File: src/rtl/sw_debouncer.sv
// Switch debouncer: 2-flop synchronizer, qualification FSM and registered select with edge pulses.
// Latency: a steady sw change reaches sel DEBOUNCE_CYCLES+3 rising edges after it is first sampled.
// Backpressure: none; free-running, sw is sampled every cycle and outputs are never stalled.
//
// Ports:
//   clk      - system clock, all state updates on its rising edge
//   rst      - synchronous active-low reset
//   sw       - raw asynchronous switch / push-button level
//   sel      - clean registered select (level, or toggle per press when TOGGLE_MODE=1)
//   sel_rise - one-cycle pulse coincident with sel going 0->1
//   sel_fall - one-cycle pulse coincident with sel going 1->0
//   busy     - high while a candidate level change is being qualified
module sw_debouncer #(
    parameter int DEBOUNCE_CYCLES = 1000000,
    parameter bit TOGGLE_MODE     = 1'b0
) (
    input  logic clk,
    input  logic rst,
    input  logic sw,
    output logic sel,
    output logic sel_rise,
    output logic sel_fall,
    output logic busy
);

    localparam int CW = $clog2(DEBOUNCE_CYCLES);
    localparam logic [CW-1:0] CNT_MAX = CW'(DEBOUNCE_CYCLES - 1);

    typedef enum logic {
        STABLE  = 1'b0,
        PENDING = 1'b1
    } state_t;

    state_t        state;
    logic          sync1;
    logic          sw_s;
    logic          db;
    logic          db_d;
    logic [CW-1:0] cnt;
    logic          sel_nxt;

    // db_d delays db by one cycle so both modes update sel on the same edge:
    // level mode copies db, toggle mode flips on the cycle after db rose.
    always_comb begin
        sel_nxt = db;
        if (TOGGLE_MODE) begin
            sel_nxt = sel ^ (db & ~db_d);
        end
    end

    always_ff @(posedge clk) begin
        if (!rst) begin
            sync1    <= 1'b0;
            sw_s     <= 1'b0;
            db       <= 1'b0;
            db_d     <= 1'b0;
            cnt      <= '0;
            state    <= STABLE;
            busy     <= 1'b0;
            sel      <= 1'b0;
            sel_rise <= 1'b0;
            sel_fall <= 1'b0;
        end else begin
            sync1    <= sw;
            sw_s     <= sync1;
            db_d     <= db;
            sel      <= sel_nxt;
            sel_rise <= sel_nxt & ~sel;
            sel_fall <= ~sel_nxt & sel;

            case (state)
                STABLE: begin
                    cnt <= '0;
                    if (sw_s != db) begin
                        state <= PENDING;
                        busy  <= 1'b1;
                    end
                end
                PENDING: begin
                    if (sw_s == db) begin
                        // Candidate level vanished before qualifying: drop it silently.
                        state <= STABLE;
                        busy  <= 1'b0;
                        cnt   <= '0;
                    end else if (cnt == CNT_MAX) begin
                        db    <= sw_s;
                        state <= STABLE;
                        busy  <= 1'b0;
                        cnt   <= '0;
                    end else begin
                        cnt <= cnt + 1'b1;
                    end
                end
                default: begin
                    state <= STABLE;
                    busy  <= 1'b0;
                    cnt   <= '0;
                end
            endcase
        end
    end

endmodule
File: config.mk
export PLATFORM = sky130hd
export DESIGN_NAME = sw_debouncer
export DESIGN_NICKNAME = d
export VERILOG_FILES = /design/src/rtl/sw_debouncer.sv
export SDC_FILE = /design/constraint.sdc
export NUM_CORES = 1
export LEC_CHECK = 0
export CAP_MARGIN = 15
export CORE_MARGIN = 5
export CORE_UTILIZATION = 45
export DETAILED_ROUTE_END_ITERATION = 8
export HOLD_SLACK_MARGIN = 0.02
export PLACE_DENSITY = 0.65
export SYNTH_ARGS = -nofsm -noshare
export SYNTH_HDL_FRONTEND = slang
export SYNTH_SLANG_ARGS = --single-unit
File: constraint.sdc
create_clock -name clk -period 4.8 [get_ports clk]
set_clock_uncertainty 0.1 [all_clocks]
set_input_delay 1.2 -clock clk [delete_from_list [all_inputs] [get_ports clk]]
set_output_delay 1.2 -clock clk [all_outputs]
set_load 0.05 [all_outputs]
==> impl_summary.txt, run 1 <==
----------------------------------------------------
[Detailed routing]
  Vias per inst ... 5.28
  Average detailed-routed wire length per instance ... 12.1 um
  Number of design-rule violations left by the first detailed-router iteration ... 40
  Final Routed Wirelength ... 2060 um
  Antenna violation net count after detailed routing ... 0
  # DRC ... 0
  Total number of vias ... 898
  1st-pass router iterations ... 4

[CTS]
  Number of buffers created by CTS ... 3
  TritonCTS clock tree ... built
  Count of instances resized after the clock tree is built ... 0
  Cell at the root of the clock tree ... clkbuf_4
  CTS H-Tree Depth ... 1
  CTS clock-pin slew for the worst setup and hold paths ... 0.14 ns
  Post-CTS Setup Inserts ... 0
  Clock latency reported for the late side of the worst-skew pair ... 0.32 ns
  Clock tree buffer depth ... 2
  Post-cts hold buffer count ... 0
  Clock Sinks ... 28

[Job]
  Number of max-cap violations ... 0

[GRT]
  Met1 global-route usage ... 16.4%
  Vias in the first global route ... 831
  Initial antenna violation count ... 0
  Grt met2 use ... 19.0%
  Aggregate global routing overflow ... 0
  Wire length of the first global-routing pass ... 3540 um
  Total GRT Usage ... 12.3%
  Largest net degree at the start of global routing ... 21
  Met3 usage in global routing ... 4.40%
  Most crowded layer after global routing ... met2

[Floorplanning]
  Initial standard-cell utilization of the core ... 47.4%
  Placeable Area ... 2480 um^2
  Number of placed I/O pins ... 7
  FP Rows ... 18
  Overall die height ... 61.1 um
  Die Wd ... 61.1 um
  DIE AREA ... 3730 um^2

[Synthesis]
  Most common library cells after synthesis ... dfxtp_1 (28), nor2_1 (18), nand2_1 (14), or4_1 (9)
  Synth Flop Type ... dfxtp_1
  Avg Inst Size Synth ... 8.82 um^2
  Most repeated cell in the gate-level netlist after synthesis ... dfxtp_1
  Proportion of synthesized chip area in sequential cells ... 47.8%
  Synthesized flop and latch total ... 28
  Synth unique cells ... 29
  Syn nets ... 137
  Number of warning messages in the yosys log ... 0
  Post-synth EDFFs ... 0
  Yosys top cell area share ... 47.8%
  Cell area after synthesis ... 1170 um^2
  Gate count after technology mapping ... 133
  Cell type with the largest total area after synthesis ... dfxtp_1
  Top cells by area in the synthesized netlist ... dfxtp_1 (48%), nor2_1 (5.8%), or4_1 (5.8%)
  Asr flop ratio synth ... 0%

[STA]
  Tightest Pin Transition ... 0.505 ns
  Highest attainable clock frequency ... 355 MHz
  Setup violators final ... 0
  Post-route setup slack ... 1.98 ns
  Part of the cycle the worst path needs ... 58.7%
  Worst relative slew slack ... 66.2%
  Final count of pins violating max slew ... 0
  Hold Violations, Final ... 0
  Setup_tns ... 0 ns
  Unrepaired setup endpoints after global routing ... false
  Tmin final ... 2.82 ns

[Critical path]
  Cell with the biggest individual delay on the critical path ... clkdlybuf4s50_1
  Number of buffers and inverters on the critical path ... 1
  Worst setup EP type ... primary output
  Top cell family by delay on the critical path ... buffers and inverters
  Arrival time of the worst setup path ... 1.52 ns
  Longest individual stage delay on the worst path ... 0.82 ns
  Critical path class ... reg2out
  Crit Path Max Fanout ... 3
  Crit path required time ... 3.50 ns
  Worst setup SP type ... flip-flop
  List of cells traversed by the critical path ... clkdlybuf4s50_1

[Finish]
  Final Instance Count excl. Fillers ... 170
  Ant. Diodes ... 0
  Layout cells sized above 1 ... 5.71%
  Final design utilization ... 52.3%
  Filler cell count in the final layout ... 228
  Synth-to-Final Area Change ... 10.4%
  Nets ... 145

[Placed design]
  Hpwl dp ... 1510 um
  DP Worst Slack ... 2.22 ns
  Number of cells in the design after placement ... 166
  Final estimated routing congestion in global placement ... 0.766
  Port-buffer cells ... 6

[Pwr]
  Power density over the cells ... 274 nW/um^2
  Pwr Total ... 355 uW
  Static leakage ... 0.000398 uW
  Worst voltage drop across the vdd grid ... 179 uV

[Worst hold path]
  Class of the worst hold path ... reg2reg

[Run status]
  Run status ... complete, no violations

----------------------------------------------------
==> report_power, final <==
group          switching (uW)  internal (uW)
sequential              0.792            234
clock                    66.0           46.4
combinational            4.06           3.32
==> per-layer routing <==
| metal | part of all wire (%) | vias to the layer above | wire, um |
|---|---|---|---|
| met5 | 0 | - | 0 |
| met4 | 0.78 | 0 | 16 |
| met3 | 2.9 | 2 | 60 |
| met2 | 46 | 8 | 949 |
| met1 | 50 | 406 | 1040 |
| li1 | - | 482 | - |
==> cell type report <==
| class | instances | area, um^2 | share of cell area, % |
|---|---|---|---|
| Clock buffer | 4 | 36.3 | 2.80 |
| Inverter | 4 | 15.0 | 1.16 |
| Multi-Input combinational cell | 97 | 579 | 44.7 |
| Sequential cell | 28 | 561 | 43.2 |
| Tap cell | 30 | 37.5 | 2.90 |
| Timing Repair Buffer | 7 | 67.6 | 5.21 |
==> metrics by stage <==
| stage | area [um^2] | hold WS [ns] |
|---|---|---|
| floorplan | 1170 | 0.312 |
| global placement | 1260 | 0.324 |
| detailed placement | 1260 | 0.322 |
| CTS | 1300 | 0.366 |
| global route | 1300 | 0.388 |
| finish | 1300 | 0.362 |
==> cell families after synthesis <==
| family | synth area share, % |
|---|---|
| XOR/XNOR | 9.70 |
| multiplexers | 0.853 |
| AND/OR/NAND/NOR | 30.1 |
| adder cells (fa/ha/maj) | 1.07 |
| AO/OA/AOI/OAI | 7.68 |
| buffers and inverters | 2.88 |
| flip-flops | 47.8 |
==> path summary, 6_finish.rpt <==
path / to / cells after the start / from / slack, ns
worst max-delay path: sel / 1 / sel / 1.98
worst min register to register: sw_s / 1 / sync1 / 0.36
worst min-delay path: sw_s / 1 / sync1 / 0.36
worst max register to register: cnt[8] / 6 / cnt[0] / 2.53
==> layout by cell type, fill, tap and decap left out, drive strengths merged, types with 2 or more instances in the layout <==
cell / synthesis / final
or2: 2 / 2
nand3: 7 / 7
a21oi: 6 / 6
o21ai: 3 / 3
inv: 4 / 4
dfxtp: 28 / 28
clkbuf: 1 / 4
or4: 9 / 9
nand2: 14 / 14
xor2: 7 / 7
nor4: 4 / 4
or3: 2 / 2
clkdlybuf4s50: 0 / 6
nand4: 4 / 4
xnor2: 6 / 6
nor3: 2 / 2
nor2: 18 / 18
o31ai: 5 / 5
and2: 2 / 2
==> state kept, by name, indices dropped and copies added, names as in the netlist <==
signal    count
busy          1
sel           1
sel_fall      1
state         1
cnt          20
db            1
sync1         1
sw_s          1
sel_rise      1
Note: power is estimated with default switching activity, not from simulation.
==> run 2: changes to the inputs <==
--- a/config.mk
+++ b/config.mk
@@ -10,7 +10,7 @@
 export CORE_UTILIZATION = 45
 export DETAILED_ROUTE_END_ITERATION = 8
 export HOLD_SLACK_MARGIN = 0.02
-export PLACE_DENSITY = 0.65
+export PLACE_DENSITY = 0.68
 export SYNTH_ARGS = -nofsm -noshare
 export SYNTH_HDL_FRONTEND = slang
 export SYNTH_SLANG_ARGS = --single-unit
==> constraint.sdc (replaced) <==
create_clock -name clk -period 2.3 [get_ports clk]
set_clock_uncertainty 0.1 [all_clocks]
set_input_delay 0.575 -clock clk [delete_from_list [all_inputs] [get_ports clk]]
set_output_delay 0.575 -clock clk [all_outputs]
set_load 0.05 [all_outputs]
==> run 2 against run 1 <==
Sequential cell count unchanged. Total power grew 130%. Register-to-register slack got worse by 2.4 ns. Cell area increased by 3.0%. Critical path type unchanged. Non-clock buffer count is 3 higher. Sequential share of layout area is 1.3 points lower. Worst setup slack worse by 1.9 ns. Global-route usage increased by 1.2 points.
==> impl_summary.txt, run 2 (synthesis results as in run 1) <==
----------------------------------------------------
[Run status]
  Run status ... complete, no violations

[Detailed routing]
  Total met2 wirelength after detailed routing ... 1080 um
  Vias per inst ... 5.39
  Final Routed Wirelength ... 2180 um
  1st-pass router iterations ... 4
  Routed wl met3 ... 67 um
  Total number of vias ... 932
  # DRC ... 0
  Met1 Wirelength ... 1010 um
  Antenna violation net count after detailed routing ... 0
  Average detailed-routed wire length per instance ... 12.6 um
  Highest metal layer with signal wires ... met4
  Number of design-rule violations left by the first detailed-router iteration ... 37

[Finish]
  Ant. Diodes ... 0
  Combined area of the multi-input logic cells ... 579 um^2
  Top library cells by usage in the layout, fill and taps aside ... dfxtp_1 (28), nor2_1 (18), nand2_1 (14), or4_1 (9)
  Layout cells sized above 1 ... 7.69%
  Filler cell count in the final layout ... 243
  Nets ... 148
  Final Instance Count excl. Fillers ... 173
  Synth-to-Final Area Change ... 13.8%
  Largest register by flop count ... cnt
  Most common cell after layout, fill and taps aside ... dfxtp_1
  Flip-flop count of the largest register after layout ... 20
  Area used by sequential logic in the layout ... 561 um^2

[Pwr]
  Static leakage ... 0.000419 uW
  Worst voltage drop across the vdd grid ... 552 uV
  Power density over the cells ... 616 nW/um^2

[CTS]
  Post-cts hold buffer count ... 0
  Clock Sinks ... 28
  Post-CTS Setup Inserts ... 0
  CTS H-Tree Depth ... 1
  Clock tree buffer depth ... 2
  TritonCTS clock tree ... built
  Clock latency reported for the late side of the worst-skew pair ... 0.32 ns
  CTS clock-pin slew for the worst setup and hold paths ... 0.15 ns
  Count of instances resized after the clock tree is built ... 0
  Number of buffers created by CTS ... 3
  Cell at the root of the clock tree ... clkbuf_4

[STA]
  Tmin final ... 2.21 ns
  Tightest Pin Transition ... 0.497 ns
  Setup violators final ... 0
  Unrepaired setup endpoints after global routing ... false
  Worst relative slew slack ... 66.8%
  Highest attainable clock frequency ... 453 MHz
  Final count of pins violating max slew ... 0
  Part of the cycle the worst path needs ... 95.9%
  Setup_tns ... 0 ns
  Hold Violations, Final ... 0

[Critical path]
  Worst setup SP type ... flip-flop
  Longest individual stage delay on the worst path ... 0.82 ns
  Worst setup EP type ... primary output
  List of cells traversed by the critical path ... clkdlybuf4s50_1
  Crit Path Max Fanout ... 3
  Number of buffers and inverters on the critical path ... 1
  Cell with the biggest individual delay on the critical path ... clkdlybuf4s50_1
  Top cell family by delay on the critical path ... buffers and inverters
  Crit path required time ... 1.62 ns
  Critical path class ... reg2out
  Arrival time of the worst setup path ... 1.53 ns

[GRT]
  Wire length of the first global-routing pass ... 3820 um
  Total GRT Usage ... 13.5%
  Vias in the first global route ... 894
  Aggregate global routing overflow ... 0
  Largest net degree at the start of global routing ... 21
  Initial antenna violation count ... 0

[Placed design]
  Hpwl dp ... 1620 um
  Port-buffer cells ... 6
  Final estimated routing congestion in global placement ... 0.842
  Number of cells in the design after placement ... 169

[Floorplanning]
  Initial standard-cell utilization of the core ... 47.4%
  Number of placed I/O pins ... 7
  FP Rows ... 18
  DIE AREA ... 3730 um^2
  Placeable Area ... 2480 um^2
  Die Wd ... 61.1 um
  Overall die height ... 61.1 um

[Job]
  Number of max-cap violations ... 0

[Worst hold path]
  Class of the worst hold path ... reg2reg

----------------------------------------------------
run 2: through the flow:
step           setup slack [ns]  power (uW)  util (%)  cell area (um^2)  hold slack, ns
2_1_floorplan             0.332         510         -              1170           0.312
3_3_place_gp              0.226         517      51.8              1280           0.317
3_5_place_dp              0.181         517      51.8              1280           0.327
4_1_cts                  0.0750         834      53.9              1340           0.362
5_1_grt                  0.0342         854      53.9              1340           0.389
6_report                 0.0937         823      53.9              1340           0.357
run 2: path summary, 6_finish.rpt:
path	endpoint	slack [ns]	depth (start not counted)	start
worst max-delay path	sel	0.09	1	sel
worst min-delay path	sw_s	0.36	1	sync1
worst max register to register	cnt[7]	0.15	5	cnt[13]
worst min register to register	sw_s	0.36	1	sync1
run 2: power breakdown:
part	internal, uW	switching (uW)
registers	488	1.67
clock network	176	140
logic	8.00	8.82
total	673	150
run 2: layer usage:
metal  vias to the layer above  track usage (%)
met5                         -                0
met4                         0             6.50
met3                         2             1.89
met2                        14             23.7
met1                       430             16.1
li1                        486                -
run 2: layout make-up:
class | instances | area share (%)
clock inverter | 1 | 2.25
timing repair buffer | 10 | 6.75
sequential | 28 | 42.0
inverter | 4 | 1.12
multi-input combinational | 97 | 43.4
tap | 30 | 2.81
clock buffer | 3 | 1.69
==> run 3: changes to the inputs <==
--- a/config.mk
+++ b/config.mk
@@ -6,11 +6,13 @@
 export NUM_CORES = 1
 export LEC_CHECK = 0
 export CAP_MARGIN = 15
-export CORE_MARGIN = 5
+export CORE_MARGIN = 2
 export CORE_UTILIZATION = 45
 export DETAILED_ROUTE_END_ITERATION = 8
+export GPL_ROUTABILITY_DRIVEN = 1
 export HOLD_SLACK_MARGIN = 0.02
 export PLACE_DENSITY = 0.68
 export SYNTH_ARGS = -nofsm -noshare
 export SYNTH_HDL_FRONTEND = slang
 export SYNTH_SLANG_ARGS = --single-unit
+export TNS_END_PERCENT = 1
==> run 3 against run 2 <==
Total power up 0.27%. Worst setup slack gained 0.013 ns. Wire length rose by 4.1%. Utilization down 0.30 points. Sequential share of layout area grew 0.24 points. Worst hold slack improved by 0.0014 ns. Clock-buffer cell count unchanged. Critical path depth unchanged. Final cell count fell by 0.58%. Register-to-register slack about the same. Critical endpoint is now busy. Largest power group unchanged. Highest routed layer unchanged.
==> impl_summary.txt, run 3 (synthesis results as in run 1) <==
----------------------------------------------------
[Worst hold path]
  Hold path depth ... 1
  Class of the worst hold path ... reg2reg
  Sink of the worst hold path ... sel_rise
  Hold path startpoint ... sel

[CTS]
  TritonCTS clock tree ... built
  Cell at the root of the clock tree ... clkbuf_4
  CTS H-Tree Depth ... 1
  Post-cts hold buffer count ... 0
  Count of instances resized after the clock tree is built ... 0
  Number of buffers created by CTS ... 3
  Clock latency reported for the late side of the worst-skew pair ... 0.33 ns
  CTS clock-pin slew for the worst setup and hold paths ... 0.15 ns
  Clock Sinks ... 28
  Clock tree buffer depth ... 2
  Post-CTS Setup Inserts ... 0

[Finish]
  Top library cells by usage in the layout, fill and taps aside ... dfxtp_1 (28), nor2_1 (18), nand2_1 (14), or4_1 (9)
  Most common cell after layout, fill and taps aside ... dfxtp_1
  Layout cells sized above 1 ... 7.04%
  Largest register by flop count ... cnt
  Ant. Diodes ... 0
  Synth-to-Final Area Change ... 13.1%
  Nets ... 147
  Flip-flop count of the largest register after layout ... 20

[Critical path]
  Crit. path cell count ... 1
  Setup slack on the worst flop-to-flop path ... 0.15 ns
  Top cell family by delay on the critical path ... buffers and inverters
  Critical path class ... reg2out
  Number of buffers and inverters on the critical path ... 1
  Worst setup SP type ... flip-flop
  Count of cells along the worst register-to-register path ... 5
  Crit Reg-Reg Endpoint ... cnt[14]
  List of cells traversed by the critical path ... clkdlybuf4s50_1
  Launch instance of the worst register-to-register path ... cnt[15]
  Arrival time of the worst setup path ... 1.52 ns
  Crit Path Max Fanout ... 3
  Longest individual stage delay on the worst path ... 0.81 ns
  Worst setup EP type ... primary output
  Crit path required time ... 1.62 ns
  Cell with the biggest individual delay on the critical path ... clkdlybuf4s50_1

[Placed design]
  Final estimated routing congestion in global placement ... 0.778
  Hpwl dp ... 1660 um
  Port-buffer cells ... 6

[Pwr]
  Power density over the cells ... 621 nW/um^2
  Static leakage ... 0.000414 uW
  Worst voltage drop across the vdd grid ... 854 uV

[Floorplanning]
  Die Wd ... 55.1 um
  FP Rows ... 18
  Number of placed I/O pins ... 7
  Placeable Area ... 2480 um^2
  DIE AREA ... 3030 um^2
  Initial standard-cell utilization of the core ... 47.4%
  Overall die height ... 55.1 um

[STA]
  Unrepaired setup endpoints after global routing ... false
  Part of the cycle the worst path needs ... 95.4%
  Setup_tns ... 0 ns
  Worst relative slew slack ... 66.9%
  Setup violators final ... 0
  Tightest Pin Transition ... 0.495 ns
  Hold Violations, Final ... 0
  Worst slack on hold paths ... 0.358 ns
  Tmin final ... 2.19 ns
  Highest attainable clock frequency ... 456 MHz
  Final count of pins violating max slew ... 0

[Detailed routing]
  Total number of vias ... 948
  Average detailed-routed wire length per instance ... 13.2 um
  1st-pass router iterations ... 4
  Vias per inst ... 5.51
  Antenna violation net count after detailed routing ... 0
  # DRC ... 0
  Number of design-rule violations left by the first detailed-router iteration ... 23
  Final Routed Wirelength ... 2270 um

[GRT]
  Largest net degree at the start of global routing ... 21
  Vias in the first global route ... 916
  Aggregate global routing overflow ... 0
  Initial antenna violation count ... 0
  Total GRT Usage ... 18.8%
  Wire length of the first global-routing pass ... 4040 um

[Job]
  Number of max-cap violations ... 0

[Run status]
  Run status ... complete, no violations

----------------------------------------------------
-- run 3: changes by cell type in the layout (fill, tap and decap cells not counted), sizes merged --
cell	previous run	this run
buf	4	3
-- run 3: layout make-up --
cell class                      instances  area (um^2)
Fill cell                             252         1150
Multi-Input combinational cell         97          579
Sequential cell                        28          561
Timing Repair Buffer                    9         82.6
Tap cell                               30         37.5
Clock inverter                          1         30.0
Clock buffer                            3         22.5
Inverter                                4         15.0
-- run 3: metrics by stage --
| stage | total power (uW) | instances | cell area (um^2) | setup WS [ns] | utilization [%] |
|---|---|---|---|---|---|
| final | 825 | 172 | 1330 | 0.107 | 53.6 |
| after global routing | 851 | 172 | 1330 | 0.0275 | 53.6 |
| after CTS | 835 | 172 | 1330 | 0.0850 | 53.6 |
| after detailed placement | 516 | 168 | 1270 | 0.167 | 51.5 |
| after global placement | 516 | 168 | 1270 | 0.228 | 51.5 |
| after floorplan | 510 | 133 | 1170 | 0.332 | - |
-- run 3: how the worst max path moves through the flow --
stage | startpoint | end | slack [ns]
2_1_floorplan | cnt[13] | cnt[10] | 0.33
3_3_place_gp | cnt[13] | cnt[9] | 0.23
3_5_place_dp | cnt[13] | cnt[12] | 0.17
4_1_cts | sel | sel | 0.09
5_1_grt | cnt[15] | cnt[12] | 0.03
6_report | busy | busy | 0.11
-- run 3: power by group --
part	internal, uW	switching, uW	total (uW)
Sequential	488	1.66	490
Combinational	6.92	8.68	15.6
Clock	176	143	319
-- run 3: metal layers --
| layer | share of wire (%) | wire length (um) | GRT usage [%] | up-vias |
|---|---|---|---|---|
| met5 | 0 | 0 | 0 | - |
| met4 | 0.57 | 13 | 3.66 | 0 |
| met3 | 4.1 | 92 | 5.65 | 2 |
| met2 | 50 | 1140 | 31.3 | 17 |
| met1 | 45 | 1020 | 24.3 | 443 |
| li1 | - | - | - | 486 |
